## config.mk

```make
export PLATFORM = sky130hd
export DESIGN_NAME = shl_seq
export DESIGN_NICKNAME = d
export VERILOG_FILES = /design/src/rtl/shl_seq.sv
export SDC_FILE = /design/constraint.sdc
export NUM_CORES = 1
export LEC_CHECK = 0
export CAP_MARGIN = 20
export CORE_AREA = 2 2 50 52
export CTS_CLUSTER_SIZE = 24
export DETAILED_ROUTE_END_ITERATION = 6
export DIE_AREA = 0 0 52 54
export PLACE_DENSITY = 0.81
export RECOVER_POWER = 100
export SYNTH_ARGS = -nofsm -noshare
export SYNTH_HDL_FRONTEND = slang
export SYNTH_SLANG_ARGS = --single-unit
```

## constraint.sdc

```tcl
create_clock -name Clk -period 4.2 [get_ports Clk]
set_input_delay 0.63 -clock Clk [delete_from_list [all_inputs] [get_ports Clk]]
set_output_delay 0.63 -clock Clk [all_outputs]
set_load 0.05 [all_outputs]
```

## src/rtl/shl_seq.sv

```systemverilog
// Sequential logical shift-left: captures an operand on start, shifts it left
// one bit per clock with zero fill, then reports the result and overflow.
module shl_seq #(
  parameter int DATAWIDTH = 8
) (
  input  logic                 Clk,
  input  logic                 Rst,
  input  logic                 start,
  input  logic [DATAWIDTH-1:0] a,
  input  logic [DATAWIDTH-1:0] sh_amt,
  output logic                 busy,
  output logic                 done,
  output logic [DATAWIDTH-1:0] d,
  output logic                 ov
);

  localparam int CW = $clog2(DATAWIDTH + 1);
  localparam logic [DATAWIDTH-1:0] DW_FULL = DATAWIDTH'(DATAWIDTH);
  localparam logic [CW-1:0]        DW_CNT  = CW'(DATAWIDTH);

  typedef enum logic {
    IDLE  = 1'b0,
    SHIFT = 1'b1
  } state_t;

  state_t                 state_q, state_d;
  logic [DATAWIDTH-1:0]   work_q, work_d;
  logic [CW-1:0]          cnt_q, cnt_d;
  logic                   ov_acc_q, ov_acc_d;
  logic [DATAWIDTH-1:0]   d_q, d_d;
  logic                   ov_q, ov_d;
  logic                   done_q, done_d;

  always_ff @(posedge Clk) begin
    if (Rst) begin
      state_q  <= IDLE;
      work_q   <= '0;
      cnt_q    <= '0;
      ov_acc_q <= 1'b0;
      d_q      <= '0;
      ov_q     <= 1'b0;
      done_q   <= 1'b0;
    end else begin
      state_q  <= state_d;
      work_q   <= work_d;
      cnt_q    <= cnt_d;
      ov_acc_q <= ov_acc_d;
      d_q      <= d_d;
      ov_q     <= ov_d;
      done_q   <= done_d;
    end
  end

  always_comb begin
    state_d  = state_q;
    work_d   = work_q;
    cnt_d    = cnt_q;
    ov_acc_d = ov_acc_q;
    d_d      = d_q;
    ov_d     = ov_q;
    done_d   = 1'b0;
    unique case (state_q)
      IDLE: begin
        if (start) begin
          work_d   = a;
          // Clamp on the full-width amount so large values saturate at DATAWIDTH
          cnt_d    = (sh_amt >= DW_FULL) ? DW_CNT : sh_amt[CW-1:0];
          ov_acc_d = 1'b0;
          state_d  = SHIFT;
        end
      end
      SHIFT: begin
        if (cnt_q != '0) begin
          ov_acc_d = ov_acc_q | work_q[DATAWIDTH-1];
          work_d   = {work_q[DATAWIDTH-2:0], 1'b0};
          cnt_d    = cnt_q - CW'(1);
        end else begin
          d_d     = work_q;
          ov_d    = ov_acc_q;
          done_d  = 1'b1;
          state_d = IDLE;
        end
      end
      default: state_d = IDLE;
    endcase
  end

  assign busy = (state_q == SHIFT);
  assign done = done_q;
  assign d    = d_q;
  assign ov   = ov_q;

endmodule
```

* Word level (Yosys, flattened, before mapping)
Cells that the tools add are included.
** Storage, ports and cells
- Flip-flop bits (word level) :: 24
- Bits of input ports :: 19
- Output and inout port bits :: 11
- Logic and storage cells :: 32
** Cells by class
- $add $sub $neg :: 1
- Order comparisons :: 1
- Equal/unequal tests :: 2
- Mux-type cells :: 14
- Bitwise logic cells :: 3
- Reductions and logical operators :: 4
** Operators with widths (count)
- 8-bit 2-to-1 mux :: 2
- 8-bit case mux with 2 select lines :: 1
- 4-bit 2-to-1 mux :: 3
- 8-bit by 4-bit >= comparator with 1-bit output, second input constant :: 1
- 4-bit case mux with 2 select lines :: 1
- 1-bit 2-to-1 mux :: 5
- 1-bit case mux with 2 select lines :: 2
- 2-bit AND reduction :: 2
- 4-bit nonzero test :: 1
- 4-bit by 1-bit subtractor with 4-bit output, second input constant :: 1
- 2-bit by 1-bit inequality test with 1-bit output, second input constant :: 1
- 2-bit inequality test, second input constant :: 1
- 1-bit inverter :: 2
- 2-bit OR reduction :: 1
- 1-bit bitwise OR :: 1

* Depth between registers and ports, before layout
- Depth after elaboration :: 4
- Gate-level depth with buffers :: 8

* Worst setup path after synthesis
No wires, ideal clock.
- Kind :: input port to flip-flop
- From :: input sh_amt[6]
- To :: register cnt_q[1]
- Library setup time :: 86 ps
- Data arrival time :: 1625 ps
- Data required time :: 4114 ps
- Slack :: 2489 ps
- Stages :: 4
- Path buffers :: 0
- Cell sequence :: or4_4 nor3_4 nand2_1 a221oi_2
** On the way
- Longest elaborated chain between the ends :: 4
** RTL lines
- start: declaration :: RTL line 10 : input logic [DATAWIDTH-1:0] sh_amt,
- 8-bit by 4-bit >= comparator with 1-bit output :: RTL line 67 : cnt_d = (sh_amt >= DW_FULL) ? DW_CNT : sh_amt[CW-1:0];
- 4-bit 2-to-1 mux :: RTL line 67
- 4-bit 2-to-1 mux :: RTL line 64 : if (start) begin
- 4-bit case mux with 2 select lines :: RTL line 62 : unique case (state_q)
- end signal: assignment :: RTL line 46 : cnt_q <= cnt_d;
- end: declaration :: RTL line 28 : logic [CW-1:0] cnt_q, cnt_d;
Every way passes these cells. The select of a mux whose other input is x is not followed.
A chain may end at the register's enable or synchronous reset.

* Worst setup path in the final report
- From :: register state_q (netlist: busy)
- To :: output busy
** RTL lines
- start: declaration :: RTL line 26 : state_t state_q, state_d;
- start signal: assignment :: RTL line 44 : state_q <= state_d;
- end: declaration :: RTL line 11 : output logic busy,
No word-level cell between the ends.

==> results.md <==
- Reg area: 480 µm²
- CTS Root Cell: clkbuf_4
- Layout cells sized above 1: 10.0%
- Critical path class: flip-flop to output pin
- CP Buf/Inv Count: 2
- TNS Setup: 0 ns
- Grt ovf: 0
- Max-slew violations: 0
- Final nets: 162
- Final setup vio count: 0
- Tmin final: 2.45 ns
- Startpoint Class: flip-flop
- Vias in the first global route: 779
- Post-Route WL: 2.12 mm
- Die X: 52 µm
- Status: completed
- Syn Inst Count: 113
- DIE HEIGHT: 54 µm
- Initial antenna violation count: 0
- Clock Path Buffers: 2
- Top delay family on crit path: buffers and inverters
- Via count: 876
- Routed Antenna Nets: 0
- Initial Utilization: 47.5%
- Max FO, Critical Path: 21
- Number of synthesized flops with an enable pin: 0
- Ant. Diodes: 0
- Final period util: 58.3%
- Count of state elements after synthesis: 24
- Main flop type after synthesis: dfxtp_1
- Sequential area share after synthesis: 43.6%
- P per Cell Area: 399 nW/µm²
- CP max stage cell: dlygate4sd3_1
- Leak pwr: 0.539 nW
- Routability Congestion: 0.703
- DR DRC count: 0
- CTS tree: yes
- Max incr delay on CP: 0.91 ns
- Syn nets: 134
- Post-CTS Setup Bufs: 0
- Cts hold-fix bufs: 0
- Worst skew pair latency: 0.31 ns
- PortBufs: 29
- Worst-path clk slew: 0.13 ns
- Final hold viol count: 0
- Cell Area, Synth: 1100 µm²
- Die footprint: 2810 µm²
- Clk_skew: 0.00998 ns
- Fin area: 1410 µm²
- Drt first pass iters: 4
- Worst rel slew slack: 35.3%
- RSZ-0062 raised after global routing: no
- Largest net degree at the start of global routing: 25
- Sink Count: 24
- Max VDD drop: 0.281 mV
- CP cell instances: buf_4 > dlygate4sd3_1
- Worst setup EP type: output pin
- Max Freq: 0.409 GHz
- Slew @ Worst Pin: 0.966 ns
- Avg Cell Area, Syn: 9.75 µm²
- Total Routing Usage GR: 16.3%
- CP arrival: 1.82 ns
- Row count: 18
- DRT iter0 DRCs: 10
- Multi-input combinational cell area: 531 µm²
- I/O pins: 30
- Worst min-delay path category: flip-flop to flip-flop
- Post_cts resized: 0
- Max cap viols: 0
- Detailed-route wire length per cell: 12.4 µm
- Area grow syn2layout: 27.6%
- Vias/cell: 5.15
- YS warnings: 0
- DP Area: 1380 µm²
- Fillcell total: 206
- Post-DP HPWL: 1.53 mm
- H-tree depth: 1
- CTS Buf Count: 3
- Count of cell types in the netlist: 34
- Worst endpoint required time: 3.57 ns
- First-pass GRT wire length: 3.35 mm
- Core Area: 2320 µm²
- Fraction of registers with async set/reset: 0%
==> worst min-delay path: stages (launching register included) <==
cell and delay (ns):
dfxtp_1 0.33, nand2_1 0.05, a21oi_1 0.05
==> area by class of cell <==
class | count | share of cell area (%)
multi-input cells | 80 | 37.7
flip-flops and latches | 24 | 34.2
repair buffers | 30 | 21.2
clock inverters | 1 | 2.14
well taps | 30 | 2.67
inverters | 2 | 0.534
clock buffers | 3 | 1.60
==> cell usage after synthesis, types with 2 or more instances <==
| master | n | area (µm²) |
|---|---|---|
| a221oi_2 | 2 | 30.0 |
| buf_6 | 2 | 22.5 |
| a21oi_1 | 10 | 50.1 |
| dfxtp_1 | 24 | 480 |
| ha_1 | 2 | 25.0 |
| a211oi_2 | 3 | 37.5 |
| nor2_1 | 8 | 30.0 |
| nor2_2 | 3 | 18.8 |
| inv_1 | 2 | 7.51 |
| nand2_1 | 21 | 78.8 |
| a211oi_1 | 5 | 37.5 |
| clkbuf_1 | 3 | 11.3 |
| mux2i_1 | 7 | 70.1 |
==> cell families (layout without fill, tap and decap cells) <==
family	count (synthesis)	count (layout)	synth area share (%)
AOI/OAI and AO/OA	29	29	21.0
DFF	24	24	43.6
and+or+nand+nor	41	41	20.4
adders and majority gates	2	2	2.27
muxes	7	7	6.36
xor gates and xnor gates	1	1	0.795
buffers and inverters	9	36	5.56
==> power breakdown <==
group / internal [W] / switching (W) / total, W / leakage, nW
Clock: 0.0000965 / 0.0000666 / 0.000163 / 0.0279
Combinational: 0.0000579 / 0.0000751 / 0.000133 / 0.314
Sequential: 0.000249 / 0.0000164 / 0.000265 / 0.197
==> cells in the final DEF, fill, tap and decap left out, types with 2 or more instances in the layout <==
| cell type | instances |
|---|---|
| dfxtp_1 | 24 |
| nand2_1 | 21 |
| clkdlybuf4s50_1 | 17 |
| dlygate4sd3_1 | 12 |
| a21oi_1 | 10 |
| nor2_1 | 9 |
| mux2i_1 | 7 |
| a211oi_1 | 7 |
| nor2_2 | 3 |
| clkbuf_4 | 3 |
| inv_1 | 2 |
| o21ai_0 | 2 |
| a221oi_2 | 2 |
| ha_1 | 2 |
==> flip-flops by register name (all words and copies together) (netlist names) <==
register  cells
busy          1
work_q        8
d             8
ov_acc_q      1
ov            1
cnt_q         4
done          1
==> layer usage <==
layer | track usage (%) | part of all wire [%] | wire length [µm] | vias up
met1 | 20.8 | 47 | 991 | 399
met4 | 6.58 | 0.90 | 19 | 0
li1 | - | - | - | 461
met5 | 0 | 0 | 0 | -
met3 | 2.50 | 2.6 | 54 | 2
met2 | 27.6 | 50 | 1050 | 14
==> stage by stage <==
stage	utilization, %	power (W)	setup WS [ns]	hold slack (ns)	instances
after floorplan	-	0.000377	2.49	0.432	113
after global routing	60.6	0.000590	1.68	0.476	170
after global placement	59.7	0.000409	1.96	0.442	166
after CTS	61.9	0.000578	1.79	0.465	170
final	60.6	0.000561	1.75	0.460	170
after detailed placement	59.7	0.000414	1.93	0.446	166
==> final timing paths <==
check / start / to / slack, ns / cells after the start
worst min-delay path: d[5] / d[5] / 0.46 / 2
worst max register to register: cnt_q[0] / work_q[7] / 1.95 / 6
worst min register to register: d[5] / d[5] / 0.46 / 2
worst max-delay path: busy / busy / 1.75 / 2
(Power assumes the default switching activity.)
